File: config.mk
export PLATFORM = sky130hd
export DESIGN_NAME = iecdrv_sd_arbiter
export DESIGN_NICKNAME = d
export VERILOG_FILES = /design/src/rtl/iecdrv_pkg.sv /design/src/rtl/iecdrv_rr_pick.sv /design/src/rtl/iecdrv_sd_arbiter.sv
export SDC_FILE = /design/constraint.sdc
export NUM_CORES = 1
export LEC_CHECK = 0
export CAP_MARGIN = 10
export CORE_MARGIN = 3
export CORE_UTILIZATION = 44
export DETAILED_ROUTE_END_ITERATION = 8
export GPL_TIMING_DRIVEN = 0
export PLACE_DENSITY = 0.79
export SETUP_SLACK_MARGIN = 0.3
export SYNTH_ARGS = -nofsm -noshare
export SYNTH_HDL_FRONTEND = slang
export SYNTH_SLANG_ARGS = --single-unit
File: constraint.sdc
create_clock -name clk_sys -period 2.05 [get_ports clk_sys]
set_input_delay 0.205 -clock clk_sys [delete_from_list [all_inputs] [get_ports clk_sys]]
set_output_delay 0.205 -clock clk_sys [all_outputs]
set_load 0.02 [all_outputs]
File: src/rtl/iecdrv_pkg.sv
// Shared types for the SD request arbiter: FSM states and drive index type.
package iecdrv_pkg;

    typedef enum logic [1:0] {IDLE, REQ, XFER, REL} arb_state_t;

    localparam int MAX_DRV = 4;

    typedef logic [1:0] drv_idx_t;

endpackage

File: src/rtl/iecdrv_rr_pick.sv
// Combinational round-robin picker: first requester after rr_ptr, with wrap.
// Zero latency; purely combinational, no flow control of its own.
module iecdrv_rr_pick
    import iecdrv_pkg::*;
#(
    parameter int NDR = 2
) (
    input  logic [NDR-1:0] req,
    input  drv_idx_t       rr_ptr,
    output logic           valid,
    output drv_idx_t       idx
);

    // Walk offsets from farthest to nearest so the nearest requester lands last.
    always_comb begin
        valid = 1'b0;
        idx   = '0;
        for (int k = NDR; k >= 1; k--) begin
            for (int j = 0; j < NDR; j++) begin
                if (req[j] && (((int'(rr_ptr) + k) % NDR) == j)) begin
                    valid = 1'b1;
                    idx   = drv_idx_t'(j);
                end
            end
        end
    end

endmodule

File: src/rtl/iecdrv_sd_arbiter.sv
// Merges per-drive SD sector requests onto one host channel; grant held for a whole sector.
// Request seen in IDLE issues on the next edge; ack and buffer data are routed combinationally.
module iecdrv_sd_arbiter
    import iecdrv_pkg::*;
#(
    parameter int          NDR     = 2,
    parameter logic [23:0] TIMEOUT = 24'd16000000
) (
    input  logic              clk_sys,
    input  logic              reset_n,
    input  logic [32*NDR-1:0] drv_lba,
    input  logic [NDR-1:0]    drv_rd,
    input  logic [NDR-1:0]    drv_wr,
    output logic [NDR-1:0]    drv_ack,
    input  logic [8*NDR-1:0]  drv_buff_din,
    output logic [31:0]       sd_lba,
    output logic              sd_rd,
    output logic              sd_wr,
    input  logic              sd_ack,
    output logic [7:0]        sd_buff_din,
    output logic [1:0]        sd_drv,
    output logic              busy,
    output logic              timeout_err
);

    localparam drv_idx_t LAST_DRV = drv_idx_t'(NDR - 1);

    arb_state_t  state_q, state_d;
    drv_idx_t    grant_q, grant_d;
    drv_idx_t    rr_q, rr_d;
    logic        rd_q, rd_d;
    logic        wr_q, wr_d;
    logic [31:0] lba_q, lba_d;
    logic [23:0] cnt_q, cnt_d;
    logic        terr_q, terr_d;

    logic        pick_vld;
    drv_idx_t    pick_idx;
    logic [31:0] pick_lba;
    logic        pick_wr;
    logic        ack_phase;

    iecdrv_rr_pick #(.NDR(NDR)) u_pick (
        .req    (drv_rd | drv_wr),
        .rr_ptr (rr_q),
        .valid  (pick_vld),
        .idx    (pick_idx)
    );

    assign ack_phase = (state_q == REQ) || (state_q == XFER);

    always_comb begin
        pick_lba    = '0;
        pick_wr     = 1'b0;
        sd_buff_din = '0;
        drv_ack     = '0;
        for (int i = 0; i < NDR; i++) begin
            if (pick_idx == drv_idx_t'(i)) begin
                pick_lba = drv_lba[32*i +: 32];
                pick_wr  = drv_wr[i];
            end
            if (grant_q == drv_idx_t'(i)) begin
                sd_buff_din = drv_buff_din[8*i +: 8];
                drv_ack[i]  = sd_ack & ack_phase;
            end
        end
    end

    always_comb begin
        state_d = state_q;
        grant_d = grant_q;
        rr_d    = rr_q;
        rd_d    = rd_q;
        wr_d    = wr_q;
        lba_d   = lba_q;
        cnt_d   = cnt_q;
        terr_d  = 1'b0;
        case (state_q)
            IDLE: begin
                if (pick_vld) begin
                    grant_d = pick_idx;
                    lba_d   = pick_lba;
                    wr_d    = pick_wr;
                    rd_d    = ~pick_wr;
                    cnt_d   = '0;
                    state_d = REQ;
                end
            end
            REQ: begin
                if (sd_ack) begin
                    rd_d    = 1'b0;
                    wr_d    = 1'b0;
                    state_d = XFER;
                end else if ((TIMEOUT != '0) && (cnt_q == TIMEOUT - 24'd1)) begin
                    // Host never answered: drop the request and move on to the next drive.
                    rd_d    = 1'b0;
                    wr_d    = 1'b0;
                    terr_d  = 1'b1;
                    rr_d    = grant_q;
                    cnt_d   = '0;
                    state_d = IDLE;
                end else begin
                    cnt_d = cnt_q + 24'd1;
                end
            end
            XFER: begin
                if (!sd_ack) state_d = REL;
            end
            REL: begin
                rr_d    = grant_q;
                cnt_d   = '0;
                state_d = IDLE;
            end
            default: state_d = IDLE;
        endcase
    end

    always_ff @(posedge clk_sys or negedge reset_n) begin
        if (!reset_n) begin
            state_q <= IDLE;
            grant_q <= '0;
            rr_q    <= LAST_DRV;
            rd_q    <= 1'b0;
            wr_q    <= 1'b0;
            lba_q   <= '0;
            cnt_q   <= '0;
            terr_q  <= 1'b0;
        end else begin
            state_q <= state_d;
            grant_q <= grant_d;
            rr_q    <= rr_d;
            rd_q    <= rd_d;
            wr_q    <= wr_d;
            lba_q   <= lba_d;
            cnt_q   <= cnt_d;
            terr_q  <= terr_d;
        end
    end

    assign sd_lba      = lba_q;
    assign sd_rd       = rd_q;
    assign sd_wr       = wr_q;
    assign sd_drv      = grant_q;
    assign busy        = (state_q != IDLE);
    assign timeout_err = terr_q;

endmodule

==> Flow_metrics.wiki, run 1 <==
{| class="wikitable"
! Metric !! Value
|-
| Detail Placement HPWL || 7.905 mm
|-
| Router iterations before antenna repair || 5
|-
| Number of instances in the synthesized netlist || 361
|-
| Relative slew margins || 47.34%
|-
| Clock latency at the later pin of the worst-skew pair || about 0.34 ns
|-
| Fraction of met2 tracks used by global routing || 42.69%
|-
| Routed via count || 3596
|-
| Final Slew Violations || 0
|-
| Highest attainable clock frequency || about 560 MHz
|-
| Final worst path period need || roughly 1.8 ns
|-
| Final ANT Viol Nets || 0
|-
| Data required time of the worst path || 2.27 ns
|-
| Number of primary I/O pins || between 100 and 150
|-
| Leading cell types by total area after synthesis || sky130_fd_sc_hd__dfrtp_1, sky130_fd_sc_hd__mux2i_1, sky130_fd_sc_hd__o21ai_0
|-
| Area growth from synthesis to final layout || 63.92%
|-
| Non-Filler Instances || 653
|-
| Dominant register cell in the synthesized netlist || sky130_fd_sc_hd__dfrtp_1
|-
| Cell breakdown of the critical path || inv_2 -> ha_2 -> buf_6 -> a221oi_4 -> buf_6 -> buf_6 -> nor2b_1 -> a31oi_1 -> o31ai_1
|-
| Slew at the pin closest to its max-slew limit || 0.7899 ns
|-
| Kind of end point of the critical path || flop
|-
| Arrival @ worst endpoint || 2.01 ns
|-
| Count of state elements after synthesis || 63
|-
| Via count of the first global-routing pass || between 3000 and 4000
|-
| Portion of synthesized cell area occupied by the leading cell type || 44.48%
|-
| Source of the worst hold timing path || sd_lba[25]
|-
| Met1 Track Usage GR || around 29%
|-
| Static Leak || 0.002510 uW
|-
| End of the worst hold path || sd_lba[25]
|-
| Peak ir drop on the vdd network || 807.0 uV
|-
| Count of clock tree sinks || 63
|-
| Mean number of vias per cell || 5.507
|-
| Number of levels in the clock H-tree || 3
|-
| Final setup violation count || 0
|-
| Post-layout nets || approximately 640
|-
| Final worst path period share || 87.35%
|-
| 1st-iter DRT viols || 170
|-
| Clock Root Buffer || sky130_fd_sc_hd__clkbuf_8
|-
| Fill count || around 490
|-
| Number of antenna violations at the first check in global routing || 0
|-
| Largest fanout of any net on the critical path || 7
|-
| Path class of the lowest-slack min-delay path || reg2reg
|-
| CP Launch Type || flop
|-
| Pwr Density || 1275 nW/um^2
|-
| Cell total after placement || 593
|-
| Antenna diode count || 0
|-
| Clock tree from TritonCTS || done
|-
| Part of the Yosys area used for sequential elements || 45.23%
|-
| Total global-route track usage || 24.54%
|-
| Overall die width || 95.04 um
|-
| Largest net degree at the start of global routing || 64
|-
| Crit path kind || reg2reg
|-
| Outcome || completed
|-
| Row count || 31
|-
| Final wirelength || 11.74 mm
|-
| Area of the core region || ~7500 um^2
|-
| Clock buffer count from CTS || 9
|-
| Area of the mapped netlist || 3488 um^2
|-
| Post-synthesis cell type count || 51
|-
| Final GP Congestion || 0.8294
|-
| Setup repair after global routing missed its margin || true
|-
| Library cell appearing most often on the critical path || sky130_fd_sc_hd__buf_6
|-
| Busiest layer in global routing || met2
|-
| Leading cell type by number of instances after synthesis || sky130_fd_sc_hd__dfrtp_1
|-
| Number of buffer cells added on primary ports || between 100 and 150
|-
| Setup slack on the worst flop-to-flop path || 0.26 ns
|-
| Global route total overflow || 0
|-
| Max-capacitance violation count || 0
|-
| Most instantiated cells after synthesis || sky130_fd_sc_hd__dfrtp_1, sky130_fd_sc_hd__nand2_1, sky130_fd_sc_hd__o21ai_0
|-
| Met3 layer usage reported by global route || 7.893%
|-
| Initial Util || between 40% and 50%
|-
| Worst hold stages || 2
|-
| Die Height || about 95 um
|-
| Largest stage delay on the critical path || 0.37 ns
|-
| First-pass GRT wire length || 17.16 mm
|-
| Syn Nets || 454
|-
| Die area || 9033 um^2
|-
| Master of the slowest instance on the critical path || sky130_fd_sc_hd__dfrtp_1
|-
| Clock Tree Buf Depth || 2
|-
| Number of enable flip-flop cells after synthesis || 0
|-
| Library cell occupying the most area in the post-synthesis netlist || sky130_fd_sc_hd__dfrtp_1
|-
| Layout cell share with drive strength beyond 1 || 23.29%
|-
| Async S/R FF share, synth || 100.0%
|-
| Synth warnings || 0
|-
| Setup Skew || 0.005511 ns
|-
| Drt wl/cell || 17.97 um
|-
| PnR Total Power || 7288 uW
|-
| Mean instance size in the synthesized netlist || 9.663 um^2
|-
| Reg-to-reg endpoint || cnt_q[8]
|-
| Reg2reg path depth || 9
|-
| Clock Pin Slew Worst Setup and Hold Paths || 0.07 ns
|-
| Final hold violation count || 0
|-
| DRC violations left || 0
|}
## stage by stage
step	setup slack (ns)	hold slack [ns]	TNS (ns)	cell area (um^2)	util, %
2_1_floorplan	0.3076	-0.09059	0	3500	-
3_3_place_gp	-1.291	0.4639	-86.28	4955	66.19
3_5_place_dp	-0.2036	0.3317	-6.498	4952	66.15
4_1_cts	0.2518	0.4870	0	5460	72.94
5_1_grt	0.1849	0.5122	0	5718	76.38
6_report	0.2593	0.4824	0	5718	76.38
## where the power goes
group	total, uW	internal [uW]	leakage [uW]	switching [uW]
Combinational	4360	2110	0.00161	2250
Sequential	1860	1640	0.000808	220
Clock	1070	562	0.0000956	507
## cells by family (layout without fill, tap and decap cells)
family	Yosys count	count (layout)	share of synthesized area, %
compound gates	97	98	17.18
xor+xnor	1	1	0.2511
fa+ha+maj	6	6	2.152
buf+inv	31	223	3.910
flops	63	63	45.23
mux	43	43	12.66
other cells	1	1	0.1075
simple gates	119	119	18.51
## worst max path at each step
| stage | start | endpoint | slack [ns] |
|---|---|---|---|
| final | flop | cnt_q[8] | 0.26 |
| after global routing | flop | cnt_q[8] | 0.18 |
| after CTS | sd_drv[0] | sd_buff_din[3] | 0.25 |
| after detailed placement | drv_wr[0] | cnt_q[14] | -0.20 |
| after global placement | reset_n | cnt_q[18] | -1.29 |
| after floorplan | flop | cnt_q[14] | 0.31 |
## worst max-delay path, delay by kind of cell, from the launching register on
family / cells / cell delay (ns)
buf+inv: 4 / 0.52
simple gates: 1 / 0.04
fa+ha+maj: 1 / 0.18
compound gates: 3 / 0.57
flops: 1 / 0.37
## timing repair
item / CTS / global route
hold endpoints to repair: 62 / 0
cloned: 1 / 4
endpoints found under the setup margin: 70 / 70
gates resized for setup: 59 / 44
pin swaps: 8 / 14
hold buffers: 1 / 0
setup buffers: 25 / 13
## layout make-up
class                           instances  area, um^2  share of cell area (%)
Inverter                               11       43.79                  0.7659
Clock inverter                          7       72.57                   1.269
Clock buffer                            9       123.9                   2.166
Tap cell                               99       123.9                   2.166
Multi-Input combinational cell        268        1924                   33.65
Timing Repair Buffer                  176        1675                   29.30
Sequential cell                        63        1582                   27.66
Buffer                                 20       172.7                   3.020
## cells in the final DEF (no fill, tap or decap), types with 3 or more instances in the layout
master / synthesis / final
sky130_fd_sc_hd__dfrtp_1: 62 / 59
sky130_fd_sc_hd__dfrtp_2: 0 / 3
sky130_fd_sc_hd__a21oi_1: 9 / 6
sky130_fd_sc_hd__and2_1: 3 / 3
sky130_fd_sc_hd__nand2b_1: 4 / 3
sky130_fd_sc_hd__clkbuf_8: 0 / 9
sky130_fd_sc_hd__mux2i_1: 34 / 34
sky130_fd_sc_hd__o21ai_1: 1 / 3
sky130_fd_sc_hd__clkbuf_1: 5 / 3
sky130_fd_sc_hd__o31ai_1: 4 / 3
sky130_fd_sc_hd__and3_1: 4 / 4
sky130_fd_sc_hd__ha_1: 6 / 3
sky130_fd_sc_hd__buf_2: 13 / 5
sky130_fd_sc_hd__o22ai_1: 3 / 3
sky130_fd_sc_hd__a31oi_1: 18 / 18
sky130_fd_sc_hd__clkdlybuf4s15_2: 0 / 5
sky130_fd_sc_hd__nor3_4: 2 / 3
sky130_fd_sc_hd__nand3_1: 8 / 7
sky130_fd_sc_hd__buf_4: 1 / 40
sky130_fd_sc_hd__mux2_2: 9 / 9
sky130_fd_sc_hd__o21ai_0: 43 / 40
sky130_fd_sc_hd__a21oi_2: 0 / 3
sky130_fd_sc_hd__nor2_1: 11 / 11
sky130_fd_sc_hd__o2bb2ai_1: 3 / 3
sky130_fd_sc_hd__nand3b_1: 6 / 6
sky130_fd_sc_hd__inv_1: 11 / 9
sky130_fd_sc_hd__clkdlybuf4s50_1: 0 / 121
sky130_fd_sc_hd__buf_6: 0 / 14
sky130_fd_sc_hd__nor2b_1: 3 / 3
sky130_fd_sc_hd__nand4_1: 7 / 7
sky130_fd_sc_hd__nand2_1: 57 / 56
sky130_fd_sc_hd__a22o_1: 3 / 3
## flip-flops by register name, indices dropped and copies added, names as in the netlist, named ones only
| register | flops |
|---|---|
| cnt_q | 24 |
| sd_lba | 32 |
| timeout_err | 1 |
| sd_drv | 1 |
| rr_q | 1 |
| state_q | 1 |
| sd_rd | 1 |
| sd_wr | 1 |
## routing by layer
| layer | routed length, um | part of all wire (%) |
|---|---|---|
| met4 | 191 | 1.6 |
| met5 | 0 | 0 |
| met3 | 1255 | 11 |
| met2 | 5846 | 50 |
| met1 | 4442 | 38 |
Power figures use the tool's default switching activity.
==> run 2: changes to the inputs <==
- SETUP_SLACK_MARGIN: 0.3 -> 0.05
==> Flow_metrics.wiki, run 2 (synthesized netlist as in run 1, its figures left out) <==
{| class="wikitable"
! Metric !! Value
|-
| Outcome || completed
|-
| Clock Pin Slew Worst Setup and Hold Paths || 0.07 ns
|-
| Largest net degree at the start of global routing || 35
|-
| Slew at the pin closest to its max-slew limit || 0.7766 ns
|-
| Cell class contributing the biggest share of worst-path delay || buffers and inverters
|-
| Static Leak || 0.002279 uW
|-
| Mean number of vias per cell || 5.416
|-
| Total global-route track usage || 23.00%
|-
| Most common library cell in the layout ignoring fill and taps || sky130_fd_sc_hd__clkdlybuf4s50_1
|-
| Clock Root Buffer || sky130_fd_sc_hd__clkbuf_8
|-
| Relative slew margins || 48.22%
|-
| Clock latency at the later pin of the worst-skew pair || 0.34 ns
|-
| Clk pwr share || between 10% and 20%
|-
| Crit path kind || reg2out
|-
| Final Slew Violations || 0
|-
| Master of the slowest instance on the critical path || sky130_fd_sc_hd__dfrtp_1
|-
| Final GP Congestion || 0.8765
|-
| Part of the power in combinational logic || 52.8%
|-
| Router iterations before antenna repair || 5
|-
| Die Height || ~95 um
|-
| Final worst path period need || 1.896 ns
|-
| Largest stage delay on the critical path || 0.43 ns
|-
| CP bufs+invs || 3
|-
| Row count || 31
|-
| Layout cell share with drive strength beyond 1 || 12.21%
|-
| Final ANT Viol Nets || 0
|-
| PnR Total Power || 6589 uW
|-
| Power spent charging and discharging nets || 2700 uW
|-
| Largest fanout of any net on the critical path || 6
|-
| Count of clock tree sinks || 63
|-
| Final hold violation count || 0
|-
| Final worst path period share || 92.49%
|-
| Pwr Density || 1255 nW/um^2
|-
| Initial Util || 46.60%
|-
| Overall die width || 95.04 um
|-
| Kind of end point of the critical path || primary output
|-
| Area of the core region || 7486 um^2
|-
| Portion of total power attributed to sequential cells || 28.4%
|-
| Via count of the first global-routing pass || 3125
|-
| Global route total overflow || 0
|-
| Antenna diode count || 0
|-
| Detail Placement HPWL || 8.002 mm
|-
| Sw Ratio || 40.98%
|-
| Number of primary I/O pins || 135
|-
| Die area || 9033 um^2
|-
| Number of buffer cells added on primary ports || around 130
|-
| Commonest cells after routing, fill and taps aside || sky130_fd_sc_hd__clkdlybuf4s50_1, sky130_fd_sc_hd__dfrtp_1, sky130_fd_sc_hd__nand2_1
|-
| Arrival @ worst endpoint || 1.69 ns
|-
| 1st-iter DRT viols || 149
|-
| Path class of the lowest-slack min-delay path || reg2reg
|-
| Final wirelength || about 10 mm
|-
| Final hold slack || 0.4824 ns
|-
| Peak ir drop on the vdd network || 607.6 uV
|-
| Routed via count || 3331
|-
| Highest attainable clock frequency || around 530 MHz
|-
| Library cell appearing most often on the critical path || sky130_fd_sc_hd__inv_1
|-
| Clock buffer count from CTS || 9
|-
| Setup repair after global routing missed its margin || true
|-
| Area growth from synthesis to final layout || 50.50%
|-
| Drt wl/cell || 16.88 um
|-
| Setup Skew || 0.01080 ns
|-
| Flip-flop count of the largest register, all copies and words added || 32
|-
| Number of antenna violations at the first check in global routing || 0
|-
| Final setup violation count || 0
|-
| Post-layout nets || 604
|-
| DRC violations left || 0
|-
| Cell area after placement || 4959 um^2
|-
| Internal power || 3889 uW
|-
| First-pass GRT wire length || 15.98 mm
|-
| Clock tree from TritonCTS || done
|-
| Final design instance area without fill || 5250 um^2
|-
| CP Launch Type || flop
|-
| Number of levels in the clock H-tree || 3
|-
| Max-capacitance violation count || 0
|-
| Data required time of the worst path || 1.85 ns
|-
| Cell breakdown of the critical path || inv_1 -> ha_2 -> inv_1 -> dlygate4sd2_1
|-
| Clock Tree Buf Depth || 2
|}
==> run 2: cell types whose count changed in the layout (fill, tap and decap cells not counted), sizes merged, moves of 2 or more <==
cell           delta
clkdlybuf4s15     -6
dlygate4sd2       +6
clkinv            -2
clkdlybuf4s50     +2
buf              -39
==> run 2: worst register-to-register path, delay by kind of cell (launching register included) <==
kind                   cells  cell delay, ns
multiplexers               1            0.26
buffers and inverters      1            0.40
AO/OA/AOI/OAI              3            0.53
flip-flops                 1            0.55
==> run 2: cell type report <==
| cell class | count | area, um^2 |
|---|---|---|
| plain buffers | 20 | 112.6 |
| clock buffers | 10 | 137.6 |
| clock inverters | 6 | 92.59 |
| fillers | 591 | 2236 |
| inverters | 11 | 41.29 |
| multi-input cells | 267 | 1799 |
| flip-flops and latches | 63 | 1578 |
| well taps | 99 | 123.9 |
| repair buffers | 139 | 1365 |
==> run 2: what timing repair did <==
action                                  in CTS  in global routing
gates cloned                                 0                  1
resized for setup                           15                 12
hold buffers                                 1                  0
hold endpoints to repair                    33                  0
endpoints found under the setup margin      26                 50
buffers inserted                             0                  3
==> run 2: final timing paths <==
path / startpoint / end / slack (ns) / depth (start not counted)
worst max-delay path: state_q[0] / busy / 0.15 / 4
worst min-delay path: sd_lba[30] / sd_lba[30] / 0.48 / 2
worst max register to register: rr_q[0] / sd_lba[20] / 0.16 / 5
worst min register to register: sd_lba[30] / sd_lba[30] / 0.48 / 2
max in group asynchronous: reset_n / rr_q[0] / 0.87 / 3
min in group asynchronous: reset_n / sd_lba[23] / 0.49 / 2
==> run 2: metrics by stage <==
stage          setup TNS, ns  utilization (%)  setup slack [ns]  cells
3_5_place_dp          -4.101            66.24           -0.1323    594
4_1_cts                    0            69.56           0.05563    611
2_1_floorplan              0                -            0.2588    361
6_report                   0            70.13            0.1539    615
3_3_place_gp          -80.36            66.04            -1.243    593
5_1_grt             -0.02936            70.13          -0.02144    615
==> run 2: power groups by stage <==
stage	registers, uW	logic (uW)	clock network, uW
after floorplan	2280	1530	0
after global placement	1870	3360	0
after detailed placement	1890	3430	0
after CTS	1870	3440	1260
after global routing	1920	3770	1310
final	1870	3480	1240
==> run 2: layer usage <==
metal	vias up	wire [um]	global-route usage, %
met5	-	0	0
met4	0	169	8.053
met3	15	906	5.762
met2	128	5009	38.23
met1	1573	4293	29.25
li1	1615	-	-
